`src/rtl/ssd_pkg.sv`:
```
// Shared constants for the seven-segment capture block: active-low hex segment
// patterns (c[0]=seg a .. c[6]=seg g), the blank pattern and FSM state codes.
package ssd_pkg;

   localparam logic [6:0] BLANK = 7'b1111111;

   localparam logic [6:0] HEX_SEG [16] = '{
      7'b1000000, 7'b1111001, 7'b0100100, 7'b0110000,
      7'b0011001, 7'b0010010, 7'b0000010, 7'b1111000,
      7'b0000000, 7'b0010000, 7'b0001000, 7'b0000011,
      7'b1000110, 7'b0100001, 7'b0000110, 7'b0001110
   };

   localparam logic [1:0] ST_IDLE   = 2'd0;
   localparam logic [1:0] ST_SETTLE = 2'd1;
   localparam logic [1:0] ST_HOLD   = 2'd2;

   function automatic logic one_low(input logic [3:0] an);
      return an inside {4'b1110, 4'b1101, 4'b1011, 4'b0111};
   endfunction

   function automatic logic many_low(input logic [3:0] an);
      return (an != 4'b1111) && !one_low(an);
   endfunction

endpackage

```
`src/rtl/ssd_decoder.sv`:
```
// Combinational segment-pattern to hex decode; blank and unknown patterns
// both yield value 0, distinguished by the blank and valid flags.
module ssd_decoder
   import ssd_pkg::*;
(
   input  logic [6:0] seg,
   output logic [3:0] value,
   output logic       blank,
   output logic       valid
);

   always_comb begin
      value = '0;
      blank = (seg == BLANK);
      valid = blank;
      for (int unsigned i = 0; i < 16; i++) begin
         if (seg == HEX_SEG[i]) begin
            value = 4'(i);
            valid = 1'b1;
         end
      end
   end

endmodule

```
`src/rtl/ssd_capture.sv`:
```
// Reconstructs the four hex digits shown on a multiplexed, active-low
// seven-segment display by watching its anode and segment lines.
module ssd_capture #(
   parameter int unsigned SETTLE_CYCLES = 4
) (
   input  logic        clk,
   input  logic        rst,
   input  logic [3:0]  a,
   input  logic [6:0]  c,
   output logic [15:0] digits,
   output logic [3:0]  blank,
   output logic        frame_valid,
   output logic        seg_err,
   output logic        anode_err
);
   import ssd_pkg::*;

   localparam logic [7:0] SETTLE_N = 8'(SETTLE_CYCLES);

   logic [3:0] a_q, a_p;
   logic [6:0] c_q, c_p;
   logic [1:0] state;
   logic [7:0] count;
   logic [3:0] mask;
   logic [3:0] shadow_val [4];
   logic [3:0] shadow_blank;

   logic [3:0] dec_val;
   logic       dec_blank, dec_valid;
   logic [1:0] sel;
   logic       changed, hold_same, capture;
   logic [7:0] count_n;

   ssd_decoder u_dec (
      .seg   (c_q),
      .value (dec_val),
      .blank (dec_blank),
      .valid (dec_valid)
   );

   // a_p/c_p are last cycle's registered samples; any difference restarts settling.
   always_comb begin
      sel = 2'd0;
      case (a_q)
         4'b1101: sel = 2'd1;
         4'b1011: sel = 2'd2;
         4'b0111: sel = 2'd3;
         default: sel = 2'd0;
      endcase
      changed   = (a_q != a_p) || (c_q != c_p);
      hold_same = (state == ST_HOLD) && !changed;
      count_n   = ((state == ST_SETTLE) && !changed) ? count + 8'd1 : 8'd1;
      capture   = one_low(a_q) && !hold_same && (count_n >= SETTLE_N);
   end

   always_ff @(posedge clk) begin
      if (rst) begin
         a_q          <= 4'b1111;
         c_q          <= BLANK;
         a_p          <= 4'b1111;
         c_p          <= BLANK;
         state        <= ST_IDLE;
         count        <= '0;
         mask         <= '0;
         shadow_blank <= '0;
         for (int unsigned i = 0; i < 4; i++) shadow_val[i] <= '0;
         digits       <= '0;
         blank        <= '1;
         frame_valid  <= 1'b0;
         seg_err      <= 1'b0;
         anode_err    <= 1'b0;
      end else begin
         a_q         <= a;
         c_q         <= c;
         a_p         <= a_q;
         c_p         <= c_q;
         anode_err   <= many_low(a_q) && !many_low(a_p);
         seg_err     <= capture && !dec_valid;
         frame_valid <= (mask == 4'b1111);

         // A capture landing on the publish cycle starts the next frame's mask.
         if (mask == 4'b1111) begin
            digits <= {shadow_val[3], shadow_val[2], shadow_val[1], shadow_val[0]};
            blank  <= shadow_blank;
         end
         mask <= ((mask == 4'b1111) ? 4'b0000 : mask) | (capture ? ~a_q : 4'b0000);

         if (capture) begin
            shadow_val[sel]   <= dec_val;
            shadow_blank[sel] <= dec_blank;
         end

         if (hold_same) begin
            state <= ST_HOLD;
         end else if (!one_low(a_q)) begin
            state <= ST_IDLE;
            count <= '0;
         end else if (capture) begin
            state <= ST_HOLD;
            count <= count_n;
         end else begin
            state <= ST_SETTLE;
            count <= count_n;
         end
      end
   end

endmodule

```
`config.mk`:
```
export PLATFORM = sky130hd
export DESIGN_NAME = ssd_capture
export DESIGN_NICKNAME = d
export VERILOG_FILES = /design/src/rtl/ssd_pkg.sv /design/src/rtl/ssd_decoder.sv /design/src/rtl/ssd_capture.sv
export SDC_FILE = /design/constraint.sdc
export NUM_CORES = 1
export LEC_CHECK = 0
export BUFFER_PORTS_ARGS = -buffer_cell sky130_fd_sc_hd__clkbuf_2
export CORE_MARGIN = 3
export CORE_UTILIZATION = 63
export CTS_CLUSTER_SIZE = 20
export DETAILED_ROUTE_END_ITERATION = 12
export PLACE_DENSITY_LB_ADDON = 0.1
export SLEW_MARGIN = 40
export SYNTH_ARGS = -nofsm -noshare
export SYNTH_HDL_FRONTEND = slang
export SYNTH_SLANG_ARGS = --single-unit
```
`constraint.sdc`:
```
create_clock -name clk -period 5.75 [get_ports clk]
set_input_delay 1.15 -clock clk [delete_from_list [all_inputs] [get_ports clk]]
set_output_delay 1.15 -clock clk [all_outputs]
set_load 0.02 [all_outputs]
```
# Word level (Yosys, flattened, before mapping)
# Memory sizes are Yosys's and may differ from the RTL's. A register that Yosys moved wholly into a read port is not among the register bits.
# Index checks and enable logic that the tools add are counted.
[classes] n_addsub=1 magnitude_cmp=3 n_eq_ne=31 n_mux=50 bitwise_logic=3 n_reduce_logical=21
[ops] cell="4-bit two-way mux" n=11
[ops] cell="7-bit == test (second input constant)" n=5
[ops] cell="4-bit == test (second input constant)" n=7
[ops] cell="1-bit two-way mux" n=24
[ops] cell="7-bit by 5-bit == test with 1-bit output (second input constant)" n=3
[ops] cell="7-bit by 6-bit == test with 1-bit output (second input constant)" n=3
[ops] cell="8-bit two-way mux" n=2
[ops] cell="7-bit by 2-bit == test with 1-bit output (second input constant)" n=2
[ops] cell="7-bit by 4-bit == test with 1-bit output (second input constant)" n=2
[ops] cell="2-bit two-way mux" n=6
[ops] cell="3-bit two-way mux" n=4
[ops] cell="1-bit logical AND" n=9
[ops] cell="8-bit by 1-bit adder with 8-bit output (second input constant)" n=1
[ops] cell="4-bit by 3-bit == test with 1-bit output (second input constant)" n=2
[ops] cell="8-bit by 3-bit greater-or-equal comparator with 1-bit output (second input constant)" n=1
[ops] cell="4-bit inequality test (second input constant)" n=2
[ops] cell="4-bit nonzero test" n=2
[ops] cell="7-bit by 3-bit == test with 1-bit output (second input constant)" n=1
[ops] cell="7-bit logical NOT" n=1
[ops] cell="7-bit inequality test" n=1
[ops] cell="1-bit logical NOT" n=6
[ops] cell="2-bit one-hot mux with 3 select lines" n=1
[ops] cell="4-bit bitwise mux" n=1
[ops] cell="4-bit inequality test" n=1
[ops] cell="other kinds (11)" n=11
[totals] register_bits=47 ram_bits=16 in_bits=13 out_inout_bits=23 wordCells=123 mem_count=1
[memory_table] memory="shadow_val" words=4 word_bits=4 rd=4 rd_clocked_by_memory_dff=4 wr=4 line="ssd_capture.sv:25" rtl="logic [3:0] shadow_val [4];"

# Logic depth before layout (Yosys ltp)
[logic_depth] word_depth=19 depth_mapped=7 ltp_nobuf=6

# Modules after synthesis
# From an unflattened synthesis, not the netlist that was laid out.
[unflattened] cells_unflattened=384 hier_area_um2=3679.8
[modules_own_cells] module="ssd_capture" n_inst=1 cells_each=330 area_each_um2=3285.7 seq_area_each_um2=1741.7
[modules_own_cells] module="ssd_decoder" n_inst=1 cells_each=54 area_each_um2=394.1 seq_area_each_um2=0.0

# Least setup slack after synthesis
# OpenSTA, ideal clock, no wires.
[synth_timing] path_type="reg2reg" startpoint="register count[0]" endpoint="memory shadow_val[0][0], enable pin" setup_time_ns=0.273 arrival_ns=1.676 t_required_ns=5.477 path_slack_ns=3.801 path_stages_with_launch=8 n_path_buf=1 synth_period_minus_slack_ns=1.949 path_cell_list="dfxtp_1 ha_1 a311o_1 o21ai_0 a22oi_2 buf_4 o2111ai_1 nand2b_1"
[synth_rtl] item="from (decl)" line="ssd_capture.sv:23" rtl="logic [7:0] count;"
[synth_rtl] item="from (signal assigned)" line="ssd_capture.sv:100" rtl="count <= count_n;"
[synth_rtl] item="from (signal assigned)" line="ssd_capture.sv:103" rtl="count <= count_n;"
[synth_rtl] item="to (decl)" line="ssd_capture.sv:25"

==> metrics.cfg <==
[setup_path]
reg2reg_depth=5
critical_path_required_ps=5800
r2r_setup_slack_ps=3260
critPathBufInv=0
reg2reg_from=c_q[1]
cp-end-kind=register
cp_cell_sequence=xnor2_1, nand2_1, nor4_4, o211ai_1, nand2b_1
r2r-end=shadow_val[2][1]
critPathSlowestCell=dfxtp_1
critPathLaunch=c_q[1]
cp_data_arrival_time_ps=2540
crit_type=register to register
slowest_delay_ps=670
crit_family=simple AND/OR/NAND/NOR gates
cp-start-kind=register
crit_path_max_fanout=17

[layout]
fin_area_um2=3960
syn_to_final_growth_pct=8.79
fin_cells=486
diodes=0
drive_gt1_share_pct=23.2
fin_nets=423

[routing]
vias=2866
drt-initial-drc-count=138
routed.top_layer=met4
via_per_inst=5.90
route.met3.wl_um=384
wl_per_cell_um=15.0
met2_length_um=3490
dr.pass1.iters=4
drc=0
wl_met1_um=3220
wl_um=7280
ant_nets=0

[logic_synthesis]
seq_area_frac_synth_pct=47.8
syn_inst=391
syn_area_per_cell_um2=9.32
synth_edf_count=16
syn_nets=405
yosysTopAreaCell=dfxtp_1
ys.flop_type=dfxtp_1
synth.distinct_cells=67
synth_top_cell_area_share_pct=34.6
netlist_area_um2=3640
async_flop_share_pct=0
ys_warn_count=0
synth_common_cells=nand2_1, dfxtp_1, or2_2
synth_seq_cells=79
synth_area_leaders=dfxtp_1, edfxtp_1, nand2_1
yosysMostFrequentCell=nand2_1

[placed_design]
dp_hpwl_um=4930
post-place-cells=470
place_ws_ps=2990
io_buffers=35
placed_cell_area_um2=3760
gp_congestion=0.892

[pwr]
p_leak_nw=1.47
power_mw=1.07
vdd_drop_max_v=0.000193
power_density_nw_per_um2=270

[clock_tree]
clock_path_buffers=2
clock_latency_ps=360
clk_pin_slew_worst_paths_ps=90
ctsResizeCount=0
cts_buffers=9
cts_hold_buffers=0
cts.sinks=79
htreeDepth=3
cts_setup_buffers=0
cts_tree=yes
cts_root_buf=clkbuf_8

[outcome]
status=complete, no violations

[timing]
max_freq_ghz=0.402
rsz0062_at_grt=false
tightest_slew_ps=817
relSlewSlack_pct=45.0
setup_tns_ps=0
setup_slack_ps=3260
period_minus_slack_ps=2490
final-hold-violation-count=0
timing.final.crit_share_pct=43.3
finalSetupViolCount=0
skew_ps=11.9
drv_slew=0

[min_path]
hp-class=register to register
min_path_cells=2
hold_end=digits[14]
hold_start=digits[14]

[floorplan]
ios=36
std_cell_rows=27
dieArea_um2=6730
core_area_um2=5540
floorplan.initialDensity_pct=65.7
die_y_um=82.0
die_w_um=82.0

[global_route]
grt_max_degree=61
grt_use_total_pct=23.1
grt_pass1_vias=2521
grt-ovfl-total=0
antenna_found_initial=0
grt_first_pass_wirelength_um=11900

[job]
maxCapViolCount=0

## per-layer routing
layer  GRT usage (%)  vias to the layer above
met3            4.50                       18
met5               0                        -
met4            10.8                        0
li1                -                     1416
met2            36.4                       85
met1            30.5                     1347
## sequential cells by signal, summed over array words and instances, names as in the netlist
signal        cells
seg_err           1
shadow_val       16
digits           16
a_p               4
mask              4
a_q               4
c_p               7
frame_valid       1
anode_err         1
shadow_blank      4
c_q               7
count             8
blank             4
state             2
## placed cells by master (no fill, tap or decap), types with 7 or more instances in the layout
| cell type | count |
|---|---|
| nand2b_1 | 10 |
| nand2_1 | 65 |
| dfxtp_1 | 63 |
| nor4_1 | 7 |
| nor3_1 | 11 |
| a21oi_1 | 18 |
| edfxtp_1 | 16 |
| nand3_1 | 8 |
| clkbuf_8 | 9 |
| nor2_1 | 25 |
| or2_2 | 26 |
| clkbuf_2 | 34 |
| xnor2_1 | 9 |
| inv_1 | 8 |
## tightest hold or removal path: stages (launching register included)
cell and delay, ps:
dfxtp_1 320, nand2_1 50, a21oi_1 50
## area by class of cell
type | count | area [µm²]
clock buffers | 9 | 124
clock inverters | 7 | 73.8
fillers | 452 | 1580
inverters | 8 | 30.0
multi-input cells | 275 | 1720
flip-flops and latches | 79 | 1740
well taps | 72 | 90.1
repair buffers | 36 | 185
## metrics by stage
stage	hold WS, ps	util (%)
final	458	71.5
after global routing	477	71.5
after CTS	460	71.4
after detailed placement	449	67.8
after global placement	444	67.5
after floorplan	439	-
## worst max-delay path by stage
stage	depth (start not counted)	slack, ps	to
5_1_grt	5	3070	shadow_val[3][1]
2_1_floorplan	7	3800	shadow_val[0][0]
6_report	5	3260	shadow_val[2][1]
3_3_place_gp	4	2930	shadow_val[0][0]
4_1_cts	5	2970	shadow_val[2][1]
3_5_place_dp	5	2990	shadow_val[2][3]
## cell families (layout without fill, tap and decap cells)
family          count (synthesis)  in the layout  share of synthesized area [%]
fa+ha+maj                       3              3                          0.893
simple gates                  186            186                           27.4
compound gates                 68             68                           13.3
mux                             4              4                           1.10
xor+xnor                       14             14                           3.99
flops                          79             79                           47.8
buf+inv                        37             60                           5.43
## where the power goes
group	internal, mW	switching (mW)
clock	0.201	0.212
combinational	0.0271	0.0325
sequential	0.577	0.0196
Note: power is estimated with default switching activity, not from simulation.
